File: config.mk
export PLATFORM = sky130hd
export DESIGN_NAME = delay_line_sequencer
export DESIGN_NICKNAME = d
export VERILOG_FILES = /design/src/rtl/delay_seq_pkg.sv /design/src/rtl/delay_line_sequencer_sat_counter.sv /design/src/rtl/delay_line_sequencer.sv
export SDC_FILE = /design/constraint.sdc
export NUM_CORES = 1
export LEC_CHECK = 0
export CORE_MARGIN = 4
export CORE_UTILIZATION = 32
export CTS_CLUSTER_SIZE = 28
export DETAILED_ROUTE_END_ITERATION = 8
export PLACE_DENSITY = 0.81
export SLEW_MARGIN = 10
export SYNTH_ARGS = -nofsm -noshare
export SYNTH_HDL_FRONTEND = slang
export SYNTH_SLANG_ARGS = --single-unit
export TNS_END_PERCENT = 50
File: constraint.sdc
create_clock -name clk -period 2.4 [get_ports clk]
set_clock_uncertainty 0.15 [all_clocks]
set_input_delay 0.6 -clock clk [delete_from_list [all_inputs] [get_ports clk]]
set_output_delay 0.6 -clock clk [all_outputs]
set_load 0.005 [all_outputs]
File: src/rtl/delay_seq_pkg.sv
// Shared types and helpers for the delay-line sequencer.
package delay_seq_pkg;

  typedef enum logic [1:0] {
    ST_FILL  = 2'd0,
    ST_RUN   = 2'd1,
    ST_SKIP  = 2'd2,
    ST_FLUSH = 2'd3
  } state_e;

  localparam int unsigned STAT_W = 16;

  // Width of the level and skip counters for a line of the given depth.
  function automatic int unsigned cnt_width(input int unsigned depth);
    return $clog2(depth + 1);
  endfunction

endpackage

File: src/rtl/delay_line_sequencer_sat_counter.sv
// Saturating up-counter with synchronous clear and asynchronous active-high reset.
module sat_counter #(
  parameter int unsigned WIDTH = 16
) (
  input  logic             clk,
  input  logic             rst,
  input  logic             inc,
  input  logic             clr,
  output logic [WIDTH-1:0] count
);

  logic [WIDTH-1:0] count_q;
  logic [WIDTH-1:0] count_d;

  always_comb begin
    count_d = count_q;
    if (clr) begin
      count_d = '0;
    end else if (inc && (count_q != '1)) begin
      count_d = count_q + WIDTH'(1);
    end
  end

  always_ff @(posedge clk or posedge rst) begin
    if (rst) begin
      count_q <= '0;
    end else begin
      count_q <= count_d;
    end
  end

  assign count = count_q;

endmodule

File: src/rtl/delay_line_sequencer.sv
// Sequencer for an external enable-gated delay line: fill, pass-through, zero-fill drain.
// Optional stall statistics are built when DELAY_SEQ_STALL_STATS_EN is defined.
module delay_line_sequencer
  import delay_seq_pkg::*;
#(
  parameter int unsigned DATA_WIDTH = 16,
  parameter int unsigned DEPTH      = 4
) (
  input  logic                          clk,
  input  logic                          rst,
  input  logic                          s_valid,
  output logic                          s_ready,
  input  logic [DATA_WIDTH-1:0]         s_data,
  input  logic                          flush,
  output logic                          sr_en,
  output logic [DATA_WIDTH-1:0]         sr_xin,
  input  logic [DATA_WIDTH-1:0]         sr_y,
  output logic                          m_valid,
  input  logic                          m_ready,
  output logic [DATA_WIDTH-1:0]         m_data,
  output logic [cnt_width(DEPTH)-1:0]   level,
  output logic                          busy,
  output logic [STAT_W-1:0]             stat_stall
);

  localparam int unsigned   CW      = cnt_width(DEPTH);
  localparam logic [CW-1:0] DEPTH_C = CW'(DEPTH);
  localparam logic [CW-1:0] ONE     = CW'(1);

  state_e          state_q, state_d;
  logic [CW-1:0]   cnt_q, cnt_d;
  logic [CW-1:0]   skip_q, skip_d;
  logic            acc;
  logic            shift;

  always_comb begin
    state_d = state_q;
    cnt_d   = cnt_q;
    skip_d  = skip_q;
    s_ready = 1'b0;
    m_valid = 1'b0;
    m_data  = '0;
    acc     = 1'b0;
    shift   = 1'b0;
    // Outputs are forced low for as long as reset is held, not just after the edge.
    if (!rst) begin
      unique case (state_q)
        ST_FILL: begin
          s_ready = !flush;
          acc     = s_valid && s_ready;
          if (acc) begin
            cnt_d = cnt_q + ONE;
            if (cnt_q == DEPTH_C - ONE) state_d = ST_RUN;
          end else if (flush && (cnt_q != '0)) begin
            skip_d  = DEPTH_C - cnt_q;
            state_d = (skip_d == '0) ? ST_FLUSH : ST_SKIP;
          end
        end
        ST_RUN: begin
          m_valid = s_valid && !flush;
          s_ready = m_ready && !flush;
          acc     = s_valid && s_ready;
          m_data  = m_valid ? sr_y : '0;
          cnt_d   = DEPTH_C;
          if (flush) state_d = ST_FLUSH;
        end
        ST_SKIP: begin
          // Push zeros until the k real samples sit at the output end of the line.
          shift = 1'b1;
          if (skip_q <= ONE) begin
            skip_d  = '0;
            state_d = ST_FLUSH;
          end else begin
            skip_d = skip_q - ONE;
          end
        end
        ST_FLUSH: begin
          m_valid = 1'b1;
          if (m_ready) begin
            shift  = 1'b1;
            m_data = sr_y;
            cnt_d  = cnt_q - ONE;
            if (cnt_q <= ONE) state_d = ST_FILL;
          end
        end
        default: state_d = ST_FILL;
      endcase
    end
    sr_en  = acc || shift;
    sr_xin = acc ? s_data : '0;
  end

  always_ff @(posedge clk or posedge rst) begin
    if (rst) begin
      state_q <= ST_FILL;
      cnt_q   <= '0;
      skip_q  <= '0;
    end else begin
      state_q <= state_d;
      cnt_q   <= cnt_d;
      skip_q  <= skip_d;
    end
  end

  assign level = cnt_q;
  assign busy  = (state_q == ST_SKIP) || (state_q == ST_FLUSH);

`ifdef DELAY_SEQ_STALL_STATS_EN
  sat_counter #(.WIDTH(STAT_W)) u_stall_cnt (
    .clk   (clk),
    .rst   (rst),
    .inc   (m_valid && !m_ready),
    .clr   (1'b0),
    .count (stat_stall)
  );
`else
  assign stat_stall = '0;
`endif

endmodule

==> qor.yml, run 1 <==
drt_iter0_drc: 37
first_global_vias: 1292
wire_per_inst_um: 16.3
yosys-top-cells-area: "and2_1 18%, dfrtp_1 18%, ha_1 13%"
die_w_um: 66.3
ys.flop_type: "dfrtp_1"
yosysTopAreaCell: "and2_1"
slowest_stage: "dfrtp_1"
rsz0062_at_grt: "true"
clock-sinks: 8
cts_buffer_depth: 2
die-height_um: 66.3
crit_buf_inv: 4
ff_latch_area_um2: 201
clkLatencyLatePin_ns: 0.26
vias_per_cell: 4.59
critPathMostFrequentCell: "buf_6"
cts_root_buffer: "clkbuf_4"
crit_cells: 8
setup_slack_ns: -0.138
setup_viol: 27
drt_wl_total_um: 4700
wl_met3_um: 366
io_buffers: 75
period_share_pct: 106
track_usage_pct: 18.9
r2r_slack_ns: 0.25
initial_core_util_pct: 34.5
n_antenna_cell: 0
synthesis.area_mm2: 0.00109
ys_seq_area_share_pct: 18.4
dr.pass1.iters: 4
ys_warn_count: 0
htreeDepth: 1
area_growth_syn_to_layout_pct: 101
worstSetupStartpointType: "register"
final_antenna_net_count: 0
final_cells: 288
post-dp-hpwl_um: 3160
crit_path_max_fanout: 5
design_power_total_uw: 1800
synth_edf_count: 0
drc: 0
status: "complete, but fails checks"
m1WireLength_um: 1780
cp-end-kind: "output pin"
fp.coreArea_mm2: 0.00315
worstPathCellList: "buf_4, ha_2, a22oi_2, buf_6, nor2_4, buf_6, and2_1, buf_2"
min_period_ns: 2.54
cts_tree: "yes"
numCtsBuffers: 3
ir_drop_mv: 0.700
gr-total-overflow: 0
n_fill_cell: 242
grt_start_max_net_pins: 12
fmax_mhz: 394
crit_start: "state_q[1]$_DFFE_PP0P_"
critPathKind: "register to output pin"
violations: "setup timing"
fin_nets: 294
synth.avg_cell_area_um2: 8.05
final_common_cell: "clkdlybuf4s50_1"
layout_common_cells: "35 x clkdlybuf4s50_1, 28 x buf_6, 19 x buf_4, 18 x and2_1"
cp_top_family: "buffers and inverters"
fin_hold_ws_ns: 0.410
rr_endpoint: "state_q[1]$_DFFE_PP0P_"
antenna_found_initial: 0
drv_cap: 0
post-place-ws_ns: -1.03
power.leakage_uw: 0.00110
async_flop_share_pct: 100
synth_top_area_share_pct: 18.4
std_cell_rows: 20
drive_gt1_share_pct: 45.9
ys_ff_latch: 8
clk_transition_reported_paths_ns: 0.05
ff2ff_path_depth: 10
top_layer: "met4"
grt_pass1_wl_um: 6350
min-delay-path-class: "register to register"
slowest_delay_ns: 0.39
crit_end: "m_data[9]"
dp.cells: 266
report.final.slew_viol_count: 0
final-hold-violation-count: 0
post-route-util_pct: 69.2
cp_data_arrival_time_ns: 1.79
ys_types: 38
power_density_mw_per_mm2: 826
die_area_mm2: 0.00439
syn_inst: 135
gp_congestion: 0.827
cp.required_ns: 1.65
multi_input_area_um2: 857
r2r-start: "state_q[1]$_DFFE_PP0P_"
pin_count: 92
vias: 1321
route.met2.wl_um: 2470
## where the power goes
part	total [µW]	internal [µW]	switching, µW	leakage [µW]
clock	105	57.3	47.5	0.0000138
combinational	1420	786	634	0.000989
sequential	278	209	68.6	0.0000930
total	1800	1050	750	0.00110
## final cells by class
cell class / instances / area share, %
repair buffers: 111 / 45.7
clock buffers: 3 / 1.03
multi-input cells: 109 / 39.3
flip-flops and latches: 8 / 9.23
inverters: 13 / 2.23
well taps: 44 / 2.52
## how the worst min path moves through the flow
stage | startpoint | to | slack [ns] | depth (start not counted)
floorplan | skip_q[2]$_DFFE_PP0P_ | skip_q[2]$_DFFE_PP0P_ | 0.36 | 1
global placement | skip_q[2]$_DFFE_PP0P_ | skip_q[2]$_DFFE_PP0P_ | 0.39 | 1
detailed placement | skip_q[2]$_DFFE_PP0P_ | skip_q[2]$_DFFE_PP0P_ | 0.40 | 1
CTS | skip_q[2]$_DFFE_PP0P_ | skip_q[2]$_DFFE_PP0P_ | 0.42 | 1
global route | skip_q[2]$_DFFE_PP0P_ | skip_q[2]$_DFFE_PP0P_ | 0.44 | 1
finish | skip_q[2]$_DFFE_PP0P_ | skip_q[2]$_DFFE_PP0P_ | 0.41 | 1
## state kept, by name, summed over array words and instances (netlist names)
name	cells
state_q	2
skip_q	3
level	3
## worst register-to-register path, cell delays in order, from the launching register on
cell and delay (ns):
dfrtp_1 0.39, inv_2 0.09, buf_6 0.10, ha_4 0.14
buf_4 0.10, buf_4 0.09, buf_4 0.14, inv_2 0.04
o32a_1 0.33, and4_4 0.18, mux2_4 0.29
## layer usage
| layer | vias to the layer above | GRT usage [%] |
|---|---|---|
| li1 | 635 | - |
| met2 | 60 | 35.4 |
| met3 | 8 | 4.08 |
| met1 | 618 | 20.4 |
| met4 | 0 | 6.85 |
| met5 | - | 0 |
## stage by stage
step	setup TNS (ns)	instance area [µm²]
3_5_place_dp	-28.74	1940
2_1_floorplan	0	1140
5_1_grt	-3.75	2180
6_report	-1.66	2180
3_3_place_gp	-26.87	1940
4_1_cts	-2.31	2100
## cell families (layout without fill, tap and decap cells)
kind of cell	count (synthesis)	after routing	share of synthesized area, %
adder cells (fa/ha/maj)	11	11	12.7
other	1	16	0.345
AO/OA/AOI/OAI	26	26	16.9
buffers and inverters	34	127	18.1
multiplexers	5	5	5.06
AND/OR/NAND/NOR	50	51	28.5
flip-flops	8	8	18.4
## timing repair
action                     CTS  global route
pin swaps                   22             7
hold endpoints to repair     0             0
gates resized for setup    174            29
hold buffers                 0             0
cloned                       3             0
setup endpoints to repair   36            36
buffers inserted            13             3
## Yosys cell counts, types with 2 or more instances
cell / count
and2_1: 32
buf_4: 16
inv_1: 12
ha_1: 11
dfrtp_1: 8
a21oi_1: 7
nor2_1: 6
mux2i_1: 4
clkbuf_1: 3
nand2b_1: 3
a22oi_1: 2
a31oi_1: 2
nand2_1: 2
o21ai_0: 2
o21bai_1: 2
No activity file was read; power rests on OpenSTA's default activity.
==> run 2, diff against run 1 <==
Settings changed: MAX_ROUTING_LAYER set to met4.
==> run 2 against run 1 <==
  * The run still ends with setup timing left
  * Sequential power hardly changed
  * Flip-flop and latch count stayed put
  * Worst hold slack worse by 0.0019 ns
  * Largest power group unchanged
==> qor.yml, run 2 (synthesized netlist as in run 1, its figures left out) <==
status: "complete, but fails checks"
violations: "setup timing"
n_fill_cell: 239  # -1.2%
fmax_mhz: 393  # -0.19%
fp.coreArea_mm2: 0.00315  # unchanged
pin_count: 92  # unchanged
vias_per_cell: 4.65  # +1.4%
dr.pass1.iters: 4  # unchanged
post-place-ws_ns: -1.03  # unchanged
grt_pass1_wl_um: 6350  # about the same
ir_drop_mv: 0.693  # -1.0%
cp_data_arrival_time_ns: 1.79  # about the same
clk_transition_reported_paths_ns: 0.05  # about the same
vias: 1340  # +1.4%
clock-sinks: 8  # unchanged
cts_buffer_depth: 2  # unchanged
critPathKind: "register to output pin"
min_period_ns: 2.54  # +0.00471 ns
n_antenna_cell: 0  # unchanged
period_share_pct: 106  # +0.20 points
fin_hold_ws_ns: 0.408  # -0.00193 ns
drc: 0  # unchanged
grt_use_met2_pct: 35.4  # unchanged
die_w_um: 66.3  # unchanged
std_cell_rows: 20  # unchanged
final-hold-violation-count: 0  # unchanged
power_frac_comb_pct: 78.6  # -0.2 points
cts-hold-fix-buffers: 0  # unchanged
grt_start_max_net_pins: 12  # unchanged
min-delay-path-class: "register to register"
io_buffers: 75  # unchanged
fin_nets: 294  # unchanged
clkLatencyLatePin_ns: 0.26  # about the same
final_antenna_net_count: 0  # unchanged
first_global_vias: 1291  # -0.077%
worstSetupStartpointType: "register"
min-delay-start: "skip_q[2]$_DFFE_PP0P_"
switching_share_pct: 41.5  # -0.15 points
post-dp-hpwl_um: 3160  # unchanged
cts_root_buffer: "clkbuf_4"
grt.busiest_layer: "met2"
drv_cap: 0  # unchanged
track_usage_pct: 19.4  # +0.49 points
sequentialPowerShare_pct: 15.5  # about the same
drt_wl_total_um: 4620  # -1.7%
cp.required_ns: 1.65  # about the same
die-height_um: 66.3  # unchanged
crit_path_max_fanout: 5  # unchanged
dp.cells: 266  # unchanged
power_density_mw_per_mm2: 816  # -1.2%
layout_common_cells: "35 x clkdlybuf4s50_1, 28 x buf_6, 19 x buf_4, 18 x and2_1"
die_area_mm2: 0.00439  # unchanged
design_power_total_uw: 1780  # -1.2%
gp_congestion: 0.840  # +1.5%
final_common_cell: "clkdlybuf4s50_1"
switchingPower_uw: 739  # -1.5%
final_cells: 288  # unchanged
p_int_uw: 1040  # -0.90%
rsz0062_at_grt: "true"
use_met1_pct: 20.4  # unchanged
antenna_found_initial: 0  # unchanged
wire_per_inst_um: 16.0  # -1.7%
drive_gt1_share_pct: 45.9  # unchanged
cp-end-kind: "output pin"
area_growth_syn_to_layout_pct: 101  # unchanged
htreeDepth: 1  # unchanged
crit_start: "state_q[1]$_DFFE_PP0P_"
drt_iter0_drc: 33  # -11%
cts_tree: "yes"
setup_slack_ns: -0.143  # -0.00471 ns
report.final.slew_viol_count: 0  # unchanged
r2r_slack_ns: 0.26  # about the same
gr-total-overflow: 0  # unchanged
power.leakage_uw: 0.00110  # unchanged
numCtsBuffers: 3  # unchanged
initial_core_util_pct: 34.5  # unchanged
clock_power_share_pct: 5.9  # about the same
r2r-start: "state_q[1]$_DFFE_PP0P_"
tns_ns: -1.69  # -0.0218 ns
grt_use_met3_pct: 4.08  # unchanged
setup_viol: 25  # -7.4%
[run 2: cell counts in the layout (fill, tap and decap cells not counted)]
No cell type changed its count.
[run 2: cell type report]
type	count	area (µm²)	share of cell area [%]
clock buffer	3	22.5	1.03
inverter	13	48.8	2.23
multi-input combinational	109	857	39.3
sequential	8	201	9.23
tap	44	55.1	2.52
timing repair buffer	111	998	45.7
[run 2: path summary, 6_finish.rpt]
check | to | cells after the start
setup / recovery | m_data[9] | 8
hold / removal | skip_q[2]$_DFFE_PP0P_ | 1
setup reg to reg | state_q[1]$_DFFE_PP0P_ | 10
hold reg to reg | skip_q[2]$_DFFE_PP0P_ | 1
max in group asynchronous | state_q[0]$_DFFE_PP0P_ | 3
min in group asynchronous | level[2]$_DFFE_PP0P_ | 3
[run 2: timing repair]
action	in CTS	in global routing
pin swaps	22	7
gates resized for setup	174	29
setup buffers	13	3
gates cloned	3	0
setup endpoints to repair	36	36
[run 2: through the flow]
stage / area (µm²) / util, %
2_1_floorplan: 1140 / -
3_3_place_gp: 1940 / 61.4
3_5_place_dp: 1940 / 61.4
4_1_cts: 2100 / 66.7
5_1_grt: 2180 / 69.2
6_report: 2180 / 69.2
[run 2: critical path: stages (launching register included)]
cell and delay [ns]:
dfrtp_1 0.38, buf_4 0.14, ha_2 0.18, a22oi_2 0.21
buf_6 0.15, nor2_4 0.05, buf_6 0.13, and2_1 0.17
buf_2 0.13
[run 2: per-layer routing]
layer,wire length (µm),vias to the layer above
met4,78,0
li1,-,636
met3,348,8
met5,0,-
met1,1790,634
met2,2400,62
[run 2: power groups by stage]
stage / Sequential, µW / Combinational, µW / Clock, µW
after floorplan: 264 / 710 / 0
after global placement: 270 / 1150 / 0
after detailed placement: 272 / 1190 / 0
after CTS: 275 / 1330 / 111
after global routing: 288 / 1540 / 114
final: 277 / 1400 / 105
